File: src/rtl/seq_divider_16.sv
// Sequential restoring divider: one quotient bit per cycle, trial subtraction through cla_16.
// Unsigned or two's-complement operands; results are held until the consumer handshakes.

module cla_16 (
   input  logic [15:0] a,
   input  logic [15:0] b,
   input  logic        cin,
   output logic [15:0] sum,
   output logic        cout
);

   logic [15:0] g;
   logic [15:0] p;
   logic [16:0] c;
   logic [3:0]  gg;
   logic [3:0]  gp;

   // Four 4-bit lookahead groups; group carries first, then carries inside each group.
   always_comb begin
      g  = a & b;
      p  = a ^ b;
      gg = '0;
      gp = '0;
      c  = '0;
      c[0] = cin;
      for (int unsigned k = 0; k < 4; k++) begin
         gg[k] = g[4*k+3]
               | (p[4*k+3] & g[4*k+2])
               | (p[4*k+3] & p[4*k+2] & g[4*k+1])
               | (p[4*k+3] & p[4*k+2] & p[4*k+1] & g[4*k]);
         gp[k] = &p[4*k +: 4];
      end
      for (int unsigned k = 0; k < 4; k++) begin
         c[4*(k+1)] = gg[k] | (gp[k] & c[4*k]);
      end
      for (int unsigned i = 0; i < 16; i++) begin
         if ((i % 4) != 3) begin
            c[i+1] = g[i] | (p[i] & c[i]);
         end
      end
      sum  = p ^ c[15:0];
      cout = c[16];
   end

endmodule

module seq_divider_16 #(
   parameter int unsigned WIDTH = 16,
   parameter int unsigned CNT_W = 5
) (
   input  logic             clk,
   input  logic             rst_n,
   input  logic             in_valid,
   output logic             in_ready,
   input  logic [WIDTH-1:0] dividend,
   input  logic [WIDTH-1:0] divisor,
   input  logic             signed_mode,
   output logic             out_valid,
   input  logic             out_ready,
   output logic [WIDTH-1:0] quotient,
   output logic [WIDTH-1:0] remainder,
   output logic             div_by_zero,
   output logic             busy
);

   localparam logic [1:0] IDLE = 2'd0;
   localparam logic [1:0] CALC = 2'd1;
   localparam logic [1:0] SIGN = 2'd2;
   localparam logic [1:0] DONE = 2'd3;

   logic [1:0]       state;
   logic [CNT_W-1:0] cnt;
   logic [WIDTH-1:0] rem;
   logic [WIDTH-1:0] dvd;
   logic [WIDTH-1:0] dsr;
   logic             neg_q;
   logic             neg_r;

   logic [WIDTH:0]   rem_sh;
   logic [WIDTH-1:0] dsr_n;
   logic [WIDTH-1:0] diff;
   logic             cout;
   logic             ge;
   logic [WIDTH-1:0] a_mag;
   logic [WIDTH-1:0] b_mag;
   logic [WIDTH-1:0] q_fix;
   logic [WIDTH-1:0] r_fix;

   assign in_ready = (state == IDLE);
   assign busy     = (state != IDLE);

   // Shifted remainder needs one extra bit; a set top bit always means it exceeds the divisor.
   assign rem_sh = {rem, dvd[WIDTH-1]};
   assign dsr_n  = ~dsr;
   assign ge     = rem_sh[WIDTH] | cout;

   cla_16 u_cla (
      .a    (rem_sh[WIDTH-1:0]),
      .b    (dsr_n),
      .cin  (1'b1),
      .sum  (diff),
      .cout (cout)
   );

   always_comb begin
      a_mag = (signed_mode && dividend[WIDTH-1]) ? (~dividend + WIDTH'(1)) : dividend;
      b_mag = (signed_mode && divisor[WIDTH-1])  ? (~divisor + WIDTH'(1))  : divisor;
      q_fix = neg_q ? (~dvd + WIDTH'(1)) : dvd;
      r_fix = neg_r ? (~rem + WIDTH'(1)) : rem;
   end

   always_ff @(posedge clk or negedge rst_n) begin
      if (!rst_n) begin
         state       <= IDLE;
         cnt         <= '0;
         rem         <= '0;
         dvd         <= '0;
         dsr         <= '0;
         neg_q       <= 1'b0;
         neg_r       <= 1'b0;
         out_valid   <= 1'b0;
         quotient    <= '0;
         remainder   <= '0;
         div_by_zero <= 1'b0;
      end else begin
         case (state)
            IDLE: begin
               if (in_valid) begin
                  if (divisor == '0) begin
                     // Raw dividend is kept so it can be returned unmodified as the remainder.
                     dvd   <= dividend;
                     state <= DONE;
                  end else begin
                     dvd   <= a_mag;
                     dsr   <= b_mag;
                     neg_q <= signed_mode & (dividend[WIDTH-1] ^ divisor[WIDTH-1]);
                     neg_r <= signed_mode & dividend[WIDTH-1];
                     rem   <= '0;
                     cnt   <= CNT_W'(WIDTH - 1);
                     state <= CALC;
                  end
               end
            end
            CALC: begin
               rem <= ge ? diff : rem_sh[WIDTH-1:0];
               dvd <= {dvd[WIDTH-2:0], ge};
               cnt <= cnt - CNT_W'(1);
               if (cnt == '0) begin
                  state <= SIGN;
               end
            end
            SIGN: begin
               quotient    <= q_fix;
               remainder   <= r_fix;
               div_by_zero <= 1'b0;
               out_valid   <= 1'b1;
               state       <= DONE;
            end
            DONE: begin
               if (!out_valid) begin
                  quotient    <= '1;
                  remainder   <= dvd;
                  div_by_zero <= 1'b1;
                  out_valid   <= 1'b1;
               end else if (out_ready) begin
                  out_valid <= 1'b0;
                  state     <= IDLE;
               end
            end
            default: state <= IDLE;
         endcase
      end
   end

endmodule

File: config.mk
export PLATFORM = sky130hd
export DESIGN_NAME = seq_divider_16
export DESIGN_NICKNAME = d
export VERILOG_FILES = /design/src/rtl/seq_divider_16.sv
export SDC_FILE = /design/constraint.sdc
export NUM_CORES = 1
export LEC_CHECK = 0
export ABC_AREA = 1
export ABC_CLOCK_PERIOD_IN_PS = 2760
export CORE_MARGIN = 1
export CORE_UTILIZATION = 52
export CTS_CLUSTER_DIAMETER = 30
export CTS_CLUSTER_SIZE = 24
export DETAILED_ROUTE_END_ITERATION = 8
export MAX_ROUTING_LAYER = met4
export PLACE_DENSITY_LB_ADDON = 0.12
export SLEW_MARGIN = 30
export SYNTH_ARGS = -nofsm -noshare
export SYNTH_HDL_FRONTEND = slang
export SYNTH_SLANG_ARGS = --single-unit
File: constraint.sdc
create_clock -name clk -period 2.76 [get_ports clk]
set_input_delay 0.276 -clock clk [delete_from_list [all_inputs] [get_ports clk]]
set_output_delay 0.276 -clock clk [all_outputs]
set_load 0.01 [all_outputs]
### Word level (Yosys, flattened, before mapping)

Index checks and enable logic that the tools add are counted.

* bitwise logic cells: 75
* reduce and logical (&&, ||, !) cells: 17
* equality and inequality tests: 9
* multiplexer cells: 29
* add/sub/neg operators: 5

Operator list (number)
* 16-bit two-way mux: 11
* 16-bit one-hot mux with 2 select lines: 4
* 16-bit NOT: 5
* 16-bit by 1-bit adder with 16-bit output (second input constant): 4
* 1-bit bitwise AND: 36
* 16-bit bitwise XOR: 2
* 1-bit bitwise OR: 29
* 4-bit AND reduction: 5
* 16-bit bitwise AND: 1
* 16-bit zero test: 1
* 2-bit != test (second input constant): 6
* 2-bit two-way mux: 5
* 5-bit two-way mux: 2
* 5-bit one-hot mux with 2 select lines: 1
* 2-bit one-hot mux with 4 select lines: 1
* 3-bit AND reduction: 2
* 2-bit nonzero test: 3
* 5-bit zero test: 1
* 5-bit by 1-bit subtractor with 5-bit output (second input constant): 1
* 2-bit equality test (second input constant): 2
* 1-bit one-hot mux with 2 select lines: 2
* 2-bit AND reduction: 2
* 1-bit two-way mux: 3
* 2-bit by 1-bit equality test with 1-bit output (second input constant): 1
* 4 further kinds: 5

* bits in registers: 91
* input bits: 37
* word-level logic and storage cells: 146
* output and inout bits: 36

### Longest topological paths before layout

Gate-level depths: netlist (run 1).

* word-level depth: 20
* gate-level depth with buffers: 20

### Modules after synthesis

Synthesis (run 1) repeated with hierarchy kept, for this count alone.

* cell total of the unflattened synthesis: 915
* area total of the unflattened synthesis: 6610.1 um^2

By module, submodules not included
* seq_divider_16: cells each 826, sequential area each 2277.2 um^2, instances 1, area an instance 5884.4 um^2
* cla_16: cells each 89, sequential area each 0.0 um^2, instances 1, area an instance 725.7 um^2

### Worst setup path before layout (run 1)

Ideal clock, no wire load.

* path kind: reg2reg
* start point: reg dvd[15]
* end point: reg rem[11]
* data arrival time: 2.606 ns
* period minus slack after synthesis: 2.723 ns
* buffers on the path: 0
* required time: 2.643 ns
* path slack: 0.037 ns
* cell stages (with the launch flop): 15
* path through: dfrtp_1 inv_1 ha_1 or2_0 nand2_1 nand2_2 nand2_2 nand2_2 fa_1 fa_1 fa_1 xnor2_1 nand2_1 nand3_1 nand2_1

* cells in the longest elaborated chain, start to end: 15
* elaborated cells between the ends (all ways): 22
* classes of those cells: mux: 2; bitwise: 19; reduce/logical: 1

RTL lines
* from (decl): RTL line 74 `logic [WIDTH-1:0] dvd;`
* from (signal assigned): RTL line 131 `dvd <= dividend;`
* from (signal assigned): RTL line 134 `dvd <= a_mag;`
* from (signal assigned): RTL line 146 `dvd <= {dvd[WIDTH-2:0], ge};`
* 16-bit bitwise AND: RTL line 20 `g = a & b;`
* 1-bit bitwise AND: RTL line 30 `| (p[4*k+3] & p[4*k+2] & p[4*k+1] & g[4*k]);`
* 1-bit bitwise OR: RTL line 30
* 1-bit bitwise OR (*): RTL line 34 `c[4*(k+1)] = gg[k] | (gp[k] & c[4*k]);`
* 1-bit bitwise AND (*): RTL line 34
* 1-bit bitwise OR (*): RTL line 34
* 1-bit bitwise AND: RTL line 38 `c[i+1] = g[i] | (p[i] & c[i]);`
* 1-bit bitwise OR: RTL line 38
* 1-bit bitwise AND: RTL line 38
* 1-bit bitwise OR: RTL line 38
* 1-bit bitwise AND: RTL line 38
* 1-bit bitwise OR: RTL line 38
* 16-bit bitwise XOR: RTL line 41 `sum = p ^ c[15:0];`
* 16-bit two-way mux (*): RTL line 145 `rem <= ge ? diff : rem_sh[WIDTH-1:0];`
* 16-bit one-hot mux with 2 select lines (*): RTL line 126 `case (state)`
* to (signal assigned): RTL line 145
* to (decl): RTL line 73 `logic [WIDTH-1:0] rem;`

Every way passes the cells marked *; elsewhere a longest branch is shown, timed or not.
A chain may end at the register's enable or synchronous reset.

### Final worst setup path (run 1)

* start point: reg rem[2]
* end point: reg rem[14]

* cells in the longest elaborated chain, start to end: 17
* elaborated cells between the ends (all ways): 26
* classes of those cells: mux: 2; bitwise: 23; reduce/logical: 1

RTL lines
* 16-bit bitwise XOR: RTL line 21 `p = a ^ b;`
* 1-bit bitwise AND (on tied branches): RTL line 28, 29, 30
* 1-bit bitwise OR (tied with other cells): RTL line 28 `| (p[4*k+3] & g[4*k+2])`
* 1-bit bitwise OR or 1-bit bitwise AND (tied branches): RTL line 29, 30
* 1-bit bitwise OR: RTL line 30
* 1-bit bitwise OR (*): RTL line 34
* 1-bit bitwise AND (*): RTL line 34
* 1-bit bitwise OR (*): RTL line 34
* 1-bit bitwise AND (*): RTL line 34
* 1-bit bitwise OR (*): RTL line 34
* 1-bit bitwise AND: RTL line 38
* 1-bit bitwise OR: RTL line 38
* 1-bit bitwise AND: RTL line 38
* 1-bit bitwise OR: RTL line 38
* 16-bit bitwise XOR: RTL line 41
* 16-bit two-way mux (*): RTL line 145
* 16-bit one-hot mux with 2 select lines (*): RTL line 126

Marks and branches as above.

==> results.md, run 1 <==
STA:
- Clock skew on the completed layout was measured at 0.00575 ns.
- The highest attainable clock frequency is 368 MHz.
- Setup slack on the critical path of the routed design comes to 0.0408 ns.
- At the pin with the least slew margin, the transition time is 0.550 ns.
- Setup violations remaining at the end of the flow were counted as 0.
- The hold violation total from the final report was 0.
- Setup repair after global routing could not meet its margin everywhere.
- The normalized max-slew margin is 63.3%.
- Of the available clock period, the critical path in the final layout requires 98.5%.
- The final-report max-slew violation count came to 0.
- The routed design could run at a clock period as short as 2.72 ns.

Yosys:
- The biggest area contributor in the post-synthesis netlist is dfrtp_1.
- By area, the combinational part of the netlist is dominated by simple AND/OR/NAND/NOR gates.
- Yosys printed 0 warnings.
- When the netlist entered floorplanning its net count stood at 982.
- The basic-gate share of the synthesized area counting and, or, nand and nor cells is 31.3%.
- Measured against the total synthesized area, the mux share comes to 0%.
- The synthesized netlist devotes 11.0% of its cell area to compound gates.
- In this run the mean area of a mapped cell was 7.09 um2.
- The number of cells produced by synthesis is 907.
- The mapped cell area is 6430 um2.
- The post-synthesis sequential area ratio is 35.4%.
- The area fraction of the dominant cell type after synthesis is 35.4%.
- Yosys attributes the largest share of cell area to dfrtp_1 (35%), nand2_1 (15%), nand3_1 (7.5%), inv_1 (7.5%), ha_1 (5.3%).
- Synthesis instantiated 42 different standard cells from the library.
- The number of synthesized register bits is 91.
- The adder and majority gate portion of the synthesized area is 8.68%.
- The fraction of synthesized cell area in xor and xnor cells is 3.13%.

Setup path:
- The category of the worst setup path capture point is a flip-flop.
- At the worst endpoint, the required time is 3.00 ns.
- For flop-to-flop paths, the worst setup slack is 0.04 ns.
- At the worst endpoint, the arrival time is 2.96 ns.
- The endpoint identified for the worst register-to-register timing path is rem[14].
- The worst register-to-register path begins at rem[2].
- The maximum fanout count along the critical path is 3.
- The critical path is of the flip-flop to flip-flop type.
- The category of the worst setup path launch point is a flip-flop.
- The number of cells on the worst reg-to-reg path is 18.

Route:
- The final layout contains routed wiring with a total length of 16,500 um.
- The detail route stage leaves a number of antenna-violating nets equal to 0.
- The number of search-and-repair iterations in the first detailed-routing pass is 6.
- The via-per-instance ratio is 5.34.
- After detailed routing, the number of remaining DRC violations is 0.
- After the first detailed-routing iteration, the DRC count stood at 543.
- Dividing the detail-routed wire length by the instance count gives 14.4 um.
- The via count is 6,107.

Placed design:
- The sum of net half-perimeters after detailed placement is 12,600 um.
- Routability-driven placement finished with a final weighted congestion of 0.894.
- The pre-CTS setup slack is -0.0672 ns.
- During placement, the flow inserted port buffers numbering 72.

Die:
- The number of rows created at floorplan is 40.
- The floorplan step defined a die boundary enclosing 12,800 um2.
- The y dimension of the die is 113 um.
- The core outline area is 12,000 um2.
- The floorplan step set the die width to 113 um.
- The initial utilization of the core area, before any placement, comes to 53.5%.
- Pin placement for this block handled 73 I/O pins.

CTS:
- TritonCTS built the clock tree.
- The deepest level of the CTS H-tree is 3.
- The clock net in this run drives a total of 91 sinks.
- The root cell of the clock tree is clkbuf_16.
- In this run, CTS created clock tree buffers numbering 9.
- The clock reaches the later pin of the worst-skew pair after 0.35 ns.
- The clock slew seen by the registers of the worst setup and hold paths is 0.07 ns.
- In this run the deepest clock path goes through 2 buffers.

Global routing:
- The first-pass GRT wire length is 27,300 um.
- For this run, the total global-route usage over all layers was measured as 28.2%.
- The aggregate global routing overflow is 0.
- The initial antenna violation count came to 0.
- The largest net degree at the start of global routing is 43.
- The via count of the first global-routing pass is 5,557.

Finish:
- The number of antenna repair diodes is 0.
- Measured on the finished design, the core utilization comes to 65.0%.
- The post-route netlist has 10.0% of its cells at a drive strength greater than 1.
- Summing all flip-flop and latch instances after layout gives 2280 um2.
- Summing all multi-input logic gate instances after layout gives 3570 um2.
- The net count reported at finish is 1,066.
- Compared with the post-synthesis result, the final layout area differs by 21.3%.
- The fill cell instance count of the final layout is 1,094.

Power and ir drop:
- Power spread over the standard cell area amounts to 1060 nW/um2.
- Summed over all cells, the static leakage comes to 3.98 nW.
- IR analysis of the VDD net gives a maximum drop of 0.441 mV.

Min path:
- The path class of the tightest hold or removal check is input pin to async pin.

Status:
- The run finished with clean final reports.

Flow run:
- The max-capacitance violation count is 0.
## worst max path at each step
stage,from,slack [ns],cells after the start,end
global route,dsr[5],-0.14,18,rem[15]
global placement,dvd[15],-0.03,14,rem[11]
detailed placement,dvd[15],-0.07,14,rem[11]
finish,rem[2],0.04,18,rem[14]
floorplan,dvd[15],0.04,14,rem[11]
CTS,dvd[15],0.02,19,rem[15]
## power by group
part / switching (mW) / leakage (nW) / internal (mW)
logic: 2.76 / 2.71 / 1.89
clock network: 0.557 / 0.146 / 0.708
registers: 0.495 / 1.12 / 1.88
## timing repair
| action | 4_1_cts | 5_1_grt |
|---|---|---|
| gates cloned | 0 | 0 |
| gates resized for setup | 3 | 22 |
| setup endpoints to repair | 3 | 6 |
| pin swaps | 1 | 6 |
| hold endpoints to repair | 40 | 0 |
| setup buffers | 0 | 2 |
| hold buffers | 1 | 0 |
## cell families after synthesis
logic type	after synthesis
AND/OR/NAND/NOR	464
buffers and inverters	163
AO/OA/AOI/OAI	128
flip-flops	91
adder cells (fa/ha/maj)	38
XOR/XNOR	23
## worst max-delay path, stage by stage (launching register included)
cell	delay, ns
dfrtp_1	0.41
ha_4	0.30
nand2_2	0.05
nor2_1	0.10
nand2_1	0.07
nand2_2	0.08
nand2_2	0.07
nand2_4	0.07
nand2_2	0.05
nand2_2	0.07
inv_2	0.04
fa_2	0.33
inv_2	0.06
fa_2	0.18
inv_2	0.04
fa_2	0.51
nand2_1	0.06
nand3_1	0.07
nand2_1	0.05
## cells in the mapped netlist, drive strengths merged
| cell | instances |
|---|---|
| ha | 27 |
| nand2 | 265 |
| nand4 | 12 |
| a22oi | 4 |
| xor2 | 20 |
| buf | 18 |
| o221a | 1 |
| a31oi | 9 |
| o21ai | 70 |
| a21oi | 29 |
| nor3 | 11 |
| inv | 131 |
| o31ai | 2 |
| clkinv | 1 |
| or2 | 3 |
| dfrtp | 91 |
| o211ai | 2 |
| nand3 | 98 |
| nor2 | 74 |
| o32ai | 1 |
| nand3b | 1 |
| clkbuf | 13 |
| xnor2 | 3 |
| fa | 11 |
| o22ai | 9 |
| o21a | 1 |
## sequential cells by signal (all words and copies together), names as in the netlist
signal,cells
div_by_zero,1
remainder,16
rem,16
dsr,16
out_valid,1
neg_q,1
state,2
cnt,5
neg_r,1
quotient,16
dvd,16
## cell usage in the layout, fill, tap and decap left out, drive strengths merged
cell type / count
a21oi: 29
a22oi: 4
a31oi: 9
buf: 32
bufinv: 1
clkbuf: 9
clkdlybuf4s50: 71
clkinv: 5
clkinvlp: 1
dfrtp: 91
dlygate4sd3: 1
fa: 11
ha: 27
inv: 132
nand2: 265
nand3: 98
nand3b: 1
nand4: 12
nor2: 74
nor3: 11
o211ai: 2
o21a: 1
o21ai: 70
o221a: 1
o22ai: 9
o31ai: 2
o32ai: 1
or2: 3
xnor2: 3
xor2: 20
## cell type report
type | instances | area share, %
Tap cell | 147 | 2.36
Clock buffer | 9 | 2.89
Sequential cell | 91 | 29.2
Inverter | 132 | 6.35
Timing Repair Buffer | 104 | 12.5
Clock inverter | 7 | 0.994
Multi-Input combinational cell | 653 | 45.7
## layer usage
layer	global-route usage [%]	vias up	part of all wire, %
met5	-	-	0
met4	7.54	0	1.4
met3	3.96	21	5.6
met2	42.5	190	46
met1	40.1	2819	47
li1	-	3077	-
## stage by stage
step	area, um2	power [mW]	cells	TNS, ns	hold WS (ns)
final	7800	8.29	1143	0	0.457
after detailed placement	7380	6.86	1124	-0.0918	0.305
after CTS	7710	8.16	1141	0	0.473
after global placement	7380	6.78	1124	-0.0331	0.304
after floorplan	6430	5.36	907	0	-0.0196
after global routing	7800	9.09	1143	-0.387	0.502
Note: power is estimated with default switching activity, not from simulation.
==> inputs of run 2 (changes only) <==
CORE_MARGIN = 1.5   (was 1)
REMOVE_ABC_BUFFERS = 1   (was default)
==> run 2 against run 1 <==
  * Total power fell by 1.2%
  * Via count fell by 1.5%
  * Flip-flop and latch count did not move
==> results.md, run 2 (synthesis gave the netlist of run 1 again) <==
Die:
- The starting density of the core is 53.3% (-0.22 points).
- The core outline area is 12,100 um2 (+0.42%).
- The x dimension of the die is 114 um (+0.88%).
- The number of ports placed on the die boundary is 73 (unchanged).
- The number of rows created at floorplan is 40 (unchanged).
- The y dimension of the die is 114 um (+0.88%).
- The total die area is 13,000 um2 (+1.8%).

Setup path:
- Walking the worst path, the cells encountered are ha_1 -> or2_0 -> nand2_1 -> nand2_2 -> nand2_2 -> nand2_2 -> nand2_2 -> nand2_2 -> inv_2 -> fa_2 -> inv_2 -> fa_2 -> inv_2 -> fa_2 -> nand2_1 -> nand3_1 -> nand2_1.
- The slowest stage of the critical path is the fa_2 cell.
- The worst setup path is captured at a flip-flop.
- The worst path buffer plus inverter count is 3 (unchanged).
- The endpoint required time on the critical path came to 3.04 ns (+0.04 ns).
- The logic depth of the worst path, buffers included was 17 (-1).
- The biggest cell delay along the critical path is 0.41 ns (-0.10 ns).
- The endpoint of the worst register-to-register path is rem[14].
- The dominant cell type by count on the critical path is nand2_2.
- The category of the worst setup path launch point is a flip-flop.
- The maximum fanout count along the critical path was 3 (unchanged).
- The arrival time at the worst endpoint is 3.02 ns (+0.06 ns).
- The cell family contributing the most delay on the critical path is adder cells.
- The slack of the worst reg-to-reg path is 0.03 ns (-0.02 ns).
- The kind of critical path is flip-flop to flip-flop.
- The startpoint of the worst-slack reg-to-reg timing path is dsr[0].
- The number of cell instances on the worst register-to-register path is 17 (-1).

CTS:
- The root cell of the clock tree is clkbuf_16.
- The maximum clock insertion buffer count is 2 (unchanged).
- The deepest level of the CTS H-tree was 3 (unchanged).
- The clock latency reported for the late side of the worst-skew pair was 0.35 ns (about the same).
- The clock sink count is 91 (unchanged).
- The clock slew seen by the registers of the worst setup and hold paths is 0.07 ns (about the same).
- The clock tree from TritonCTS is yes.
- The number of buffers added by the clock tree synthesis step is 9 (unchanged).

STA:
- The final-report max-slew violation count came to 0 (unchanged).
- The final setup violation count is 0 (unchanged).
- The normalized max-slew margin is 60.6% (-2.8 points).
- Setup repair after global routing could not meet its margin everywhere.
- The highest attainable clock frequency came to 366 MHz (-0.57%).
- The hold violation total from the final report is 0 (unchanged).
- The clock period minus final worst setup slack is 2.73 ns (+0.0156 ns).
- The total negative slack is 0 ns (unchanged).
- The portion of the clock cycle consumed by the worst path in the final layout is 99.1% (+0.56 points).
- The actual slew at the worst max-slew pin is 0.592 ns (+0.0418 ns).
- The largest clock skew in the final design is 0.00718 ns (+0.00143 ns).

Route:
- The initial DRC count is 395 (-27%).
- The via count is 6,017 (-1.5%).
- The number of remaining DRC errors is 0 (unchanged).
- The average wire per standard cell is 14.0 um (-2.7%).
- The count of antenna-violating nets left after detailed routing is 0 (unchanged).
- The final wirelength came to 16,300 um (-1.1%).
- The via-per-instance ratio is 5.18 (-3.1%).
- The number of search-and-repair iterations in the first detailed-routing pass is 5 (-1).

Global routing:
- The largest net degree at the start of global routing is 49 (+14%).
- The via count of the first global-routing pass is 5,617 (+1.1%).
- The total global-route track usage came to 27.4% (-0.86 points).
- The initial antenna violation count is 0 (unchanged).
- The first-pass GRT wire length came to 27,400 um (+0.23%).
- The aggregate global routing overflow is 0 (unchanged).

Power and ir drop:
- The worst voltage drop across the vdd grid is 0.712 mV (+62%).
- The ratio of total power to cell area came to 1050 nW/um2 (-0.85%).
- The static power due to leakage is 3.98 nW (-0.11%).

Finish:
- The post-layout instance count excluding filler cells is 1,162 (+1.7%).
- The net count reported at finish is 1,064 (-0.19%).
- The share of post-route cells with drive strength above 1 is 9.15% (-0.89 points).
- The number of antenna repair diodes was 0 (unchanged).
- Compared with the post-synthesis result, the final layout area differs by 20.9%.
- The most frequent standard cell in the layout excluding fill and tap cells is nand2_1.
- In the layout the commonest cells are nand2_1 (254), inv_1 (124), nand3_1 (96).

Min path:
- The class of the tightest hold or removal check is input pin to async pin.

Placed design:
- The sum of net half-perimeters after detailed placement is 12,500 um (-0.23%).
- The quantity of I/O buffers inserted on ports is 72 (unchanged).
- The routability congestion estimate is 0.897 (+0.32%).
- The number of cells after detailed placement is 1,142 (+1.6%).

Status:
- The run finished with clean final reports.

Flow run:
- The max-capacitance violation count came to 0 (unchanged).
run 2: cell count changes in the layout (fill, tap and decap cells not counted), moves of 2 or more:
cell,change
clkbuf_8,+5
clkinv_4,-2
ha_1,+3
ha_4,-3
inv_1,+3
inv_2,-3
run 2: timing repair:
action / CTS / global route
pin swaps: 4 / 10
setup buffers: 0 / 3
setup endpoints to repair: 3 / 6
hold buffers: 1 / 0
resized for setup: 6 / 9
hold endpoints to repair: 43 / 0
run 2: worst max path at each step:
stage	startpoint	endpoint	slack, ns
2_1_floorplan	dvd[15]	rem[11]	0.03
3_3_place_gp	dvd[15]	rem[11]	-0.05
3_5_place_dp	dvd[15]	rem[11]	-0.14
4_1_cts	dvd[15]	rem[14]	0.01
5_1_grt	dvd[15]	rem[14]	-0.15
6_report	dsr[0]	rem[14]	0.03
run 2: final cells by class:
| type | count | area (um2) |
|---|---|---|
| Multi-Input combinational cell | 653 | 3520 |
| Inverter | 132 | 495 |
| Tap cell | 168 | 210 |
| Sequential cell | 91 | 2280 |
| Clock inverter | 2 | 16.3 |
| Fill cell | 1101 | 4290 |
| Clock buffer | 14 | 294 |
| Timing Repair Buffer | 102 | 958 |
run 2: metal layers:
metal	routed length (um)	track usage [%]	vias to the layer above	share of wire (%)
met5	0	-	-	0
met2	7420	41.3	141	46
met4	236	8.25	0	1.4
met3	715	3.02	22	4.4
met1	7910	39.1	2784	49
li1	-	-	3070	-
run 2: report_power, final:
group / switching [mW] / internal, mW / total, mW
sequential: 0.493 / 1.88 / 2.38
combinational: 2.70 / 1.86 / 4.56
clock: 0.520 / 0.736 / 1.26
total: 3.71 / 4.48 / 8.19
run 2: metrics by stage:
stage	power [mW]	utilization (%)	area (um2)	hold slack [ns]	setup slack [ns]
after CTS	8.13	64.1	7740	0.484	0.0113
after floorplan	5.16	-	6250	-0.0196	0.0284
after global placement	6.74	61.2	7390	0.308	-0.0493
after global routing	9.00	64.4	7770	0.502	-0.149
final	8.19	64.4	7770	0.465	0.0253
after detailed placement	6.82	61.2	7390	0.316	-0.135
==> inputs of run 3 (changes only) <==
CAP_MARGIN = 20   (was default)
PLACE_DENSITY = 0.78   (was default)
PLACE_DENSITY_LB_ADDON = default   (was 0.12)
==> run 3 against run 2 <==
  * Register-to-register slack got worse by 0.02 ns
  * Final cell count decreased by 0.17%
  * Critical path type unchanged
  * Die area unchanged
  * Total power decreased by 0.97%
  * Utilization decreased by 0.36 points
  * Fmax decreased by 0.65%
  * Critical endpoint unchanged
==> results.md, run 3 (synthesis gave the netlist of run 1 again) <==
Flow run:
- The max-capacitance violation count is 0 (unchanged).

Route:
- The via-per-instance ratio is 5.25 (+1.3%).
- The count of antenna-violating nets left after detailed routing came to 0 (unchanged).
- The number of remaining DRC errors is 0 (unchanged).
- The average wire per standard cell is 13.9 um (-0.46%).
- The highest metal layer carrying signal wires in the routed design is met4.
- The initial DRC count is 507 (+28%).
- The number of search-and-repair iterations in the first detailed-routing pass is 5 (unchanged).
- The via count is 6,086 (+1.1%).
- The wire length on met1 is 7440 um (-5.9%).
- The detailed route wirelength on metal2 is 7500 um (+1.1%).
- The final wirelength is 16,200 um (-0.63%).
- The routed length on met3 was 883 um (+23%).

Power and ir drop:
- The ratio of total power to cell area is 1050 nW/um2 (-0.41%).
- The worst voltage drop across the vdd grid is 0.644 mV (-9.6%).
- The static power due to leakage is 3.94 nW (-1.0%).
- The overall power of the completed layout is 8.11 mW (-0.97%).

Die:
- The number of ports placed on the die boundary is 73 (unchanged).
- The x dimension of the die was 114 um (unchanged).
- The starting density of the core came to 53.3% (unchanged).
- The core outline area is 12,100 um2 (unchanged).
- The y dimension of the die is 114 um (unchanged).
- The number of rows created at floorplan was 40 (unchanged).
- The total die area is 13,000 um2 (unchanged).

Setup path:
- Among cell families on the critical path, the largest total delay comes from adder cells.
- The signal on the critical path passes through ha_1 -> or2_0 -> nand2_1 -> nand2_2 -> nand2_2 -> nand2_2 -> nand2_2 -> nand2_2 -> inv_2 -> fa_2 -> inv_2 -> fa_2 -> inv_2 -> fa_2 -> nand2_1 -> nand3_1 -> nand2_1.
- The category of the worst setup path launch point is a flip-flop.
- The slowest library cell on the worst path is fa_2.
- The kind of critical path is flip-flop to flip-flop.
- The dominant cell type by count on the critical path is nand2_2.
- The maximum fanout count along the critical path is 3 (unchanged).
- The arrival time at the worst endpoint came to 3.04 ns (+0.02 ns).
- The category of the worst setup path capture point is a flip-flop.
- The endpoint required time on the critical path is 3.05 ns (about the same).
- The biggest cell delay along the critical path came to 0.41 ns (about the same).
- The worst path buffer plus inverter count is 3 (unchanged).

CTS:
- The clock tree from TritonCTS is yes.
- The root cell of the clock tree is clkbuf_16.
- The clock slew seen by the registers of the worst setup and hold paths is 0.07 ns (about the same).
- The deepest level of the CTS H-tree is 3 (unchanged).
- The maximum clock insertion buffer count is 2 (unchanged).
- The clock sink count is 91 (unchanged).
- The number of buffers added by the clock tree synthesis step was 9 (unchanged).
- The clock latency reported for the late side of the worst-skew pair is 0.35 ns (about the same).

Global routing:
- The aggregate global routing overflow was 0 (unchanged).
- The largest net degree at the start of global routing is 55 (+12%).
- The first-pass GRT wire length is 27,500 um (+0.23%).
- The via count of the first global-routing pass is 5,763 (+2.6%).
- The total global-route track usage is 27.5% (+0.077 points).
- The initial antenna violation count came to 0 (unchanged).

Placed design:
- The routability congestion estimate is 0.924 (+3.1%).
- The sum of net half-perimeters after detailed placement is 12,500 um (-0.72%).
- The quantity of I/O buffers inserted on ports was 72 (unchanged).
- The pre-CTS setup slack is -0.0999 ns (+0.0355 ns).
- The total placed instance area came to 7390 um2 (unchanged).

STA:
- The highest attainable clock frequency is 363 MHz (-0.65%).
- The portion of the clock cycle consumed by the worst path in the final layout is 99.7% (+0.65 points).
- The final-report max-slew violation count is 0 (unchanged).
- The actual slew at the worst max-slew pin came to 0.575 ns (-0.0169 ns).
- The hold violation total from the final report came to 0 (unchanged).
- The total negative slack is 0 ns (unchanged).
- Setup repair after global routing could not meet its margin everywhere.
- The final setup violation count is 0 (unchanged).
- The clock period minus final worst setup slack was 2.75 ns (+0.0178 ns).
- The final critical-path setup slack is 0.00746 ns (-0.0178 ns).
- The normalized max-slew margin is 61.6% (+1.1 points).
- The largest clock skew in the final design is 0.00888 ns (+0.00170 ns).

Finish:
- The number of antenna repair diodes was 0 (unchanged).
- The net count reported at finish came to 1,062 (-0.19%).
- From synthesis to final layout, the design area changed by 20.2%.
- The most frequent standard cell in the layout excluding fill and tap cells is nand2_1.
- The design area came to 7730 um2 (-0.56%).
- The share of post-route cells with drive strength above 1 is 8.97% (-0.18 points).
- In the layout the commonest cells are nand2_1 (255), inv_1 (122), nand3_1 (96).

Min path:
- The class of the tightest hold or removal check is input pin to async pin.

Status:
- The run finished with clean final reports.
-- run 3: through the flow --
| step | hold slack, ns | utilization [%] | instances |
|---|---|---|---|
| 2_1_floorplan | -0.0196 | - | 876 |
| 3_3_place_gp | 0.285 | 61.2 | 1142 |
| 3_5_place_dp | 0.285 | 61.2 | 1142 |
| 4_1_cts | 0.450 | 63.8 | 1160 |
| 5_1_grt | 0.494 | 64.1 | 1160 |
| 6_report | 0.433 | 64.1 | 1160 |
-- run 3: layer usage --
metal / global-route usage, % / vias to the layer above
met3: 3.71 / 26
met2: 42.5 / 186
li1: - / 3066
met5: - / -
met1: 37.4 / 2808
met4: 9.33 / 0
-- run 3: layout make-up --
type | instances | area [um2]
Clock inverter | 5 | 36.3
Clock buffer | 11 | 243
Multi-Input combinational cell | 653 | 3520
Fill cell | 1075 | 4330
Timing Repair Buffer | 100 | 943
Inverter | 132 | 495
Sequential cell | 91 | 2280
Tap cell | 168 | 210
-- run 3: worst paths after layout --
kind	cells past startpoint	from	slack, ns	endpoint
max	17	dsr[0]	0.007	rem[14]
min in group clk	2	dsr[7]	0.48	dsr[7]
min	2	rst_n	0.43	rem[3]
max reg2reg	17	dsr[0]	0.007	rem[14]
min reg2reg	2	dsr[7]	0.48	dsr[7]
max in group asynchronous	3	rst_n	1.67	dvd[11]
-- run 3: timing repair --
item	in CTS	in global routing
buffers inserted	1	0
resized for setup	3	13
hold buffers	1	0
hold endpoints to repair	37	0
cloned	0	0
pin swaps	3	7
setup endpoints to repair	4	6
-- run 3: report_power, final --
| part | switching (mW) | leakage (nW) | internal [mW] |
|---|---|---|---|
| combinational | 2.73 | 2.68 | 1.84 |
| clock | 0.539 | 0.128 | 0.637 |
| sequential | 0.480 | 1.12 | 1.88 |
-- run 3: worst register-to-register path: stages, from the launching register on --
cell and delay (ns):
dfrtp_1 0.40, ha_1 0.32, or2_0 0.23, nand2_1 0.08
nand2_2 0.08, nand2_2 0.07, nand2_2 0.07, nand2_2 0.07
nand2_2 0.06, inv_2 0.06, fa_2 0.18, inv_2 0.04
fa_2 0.35, inv_2 0.06, fa_2 0.41, nand2_1 0.07
nand3_1 0.06, nand2_1 0.09
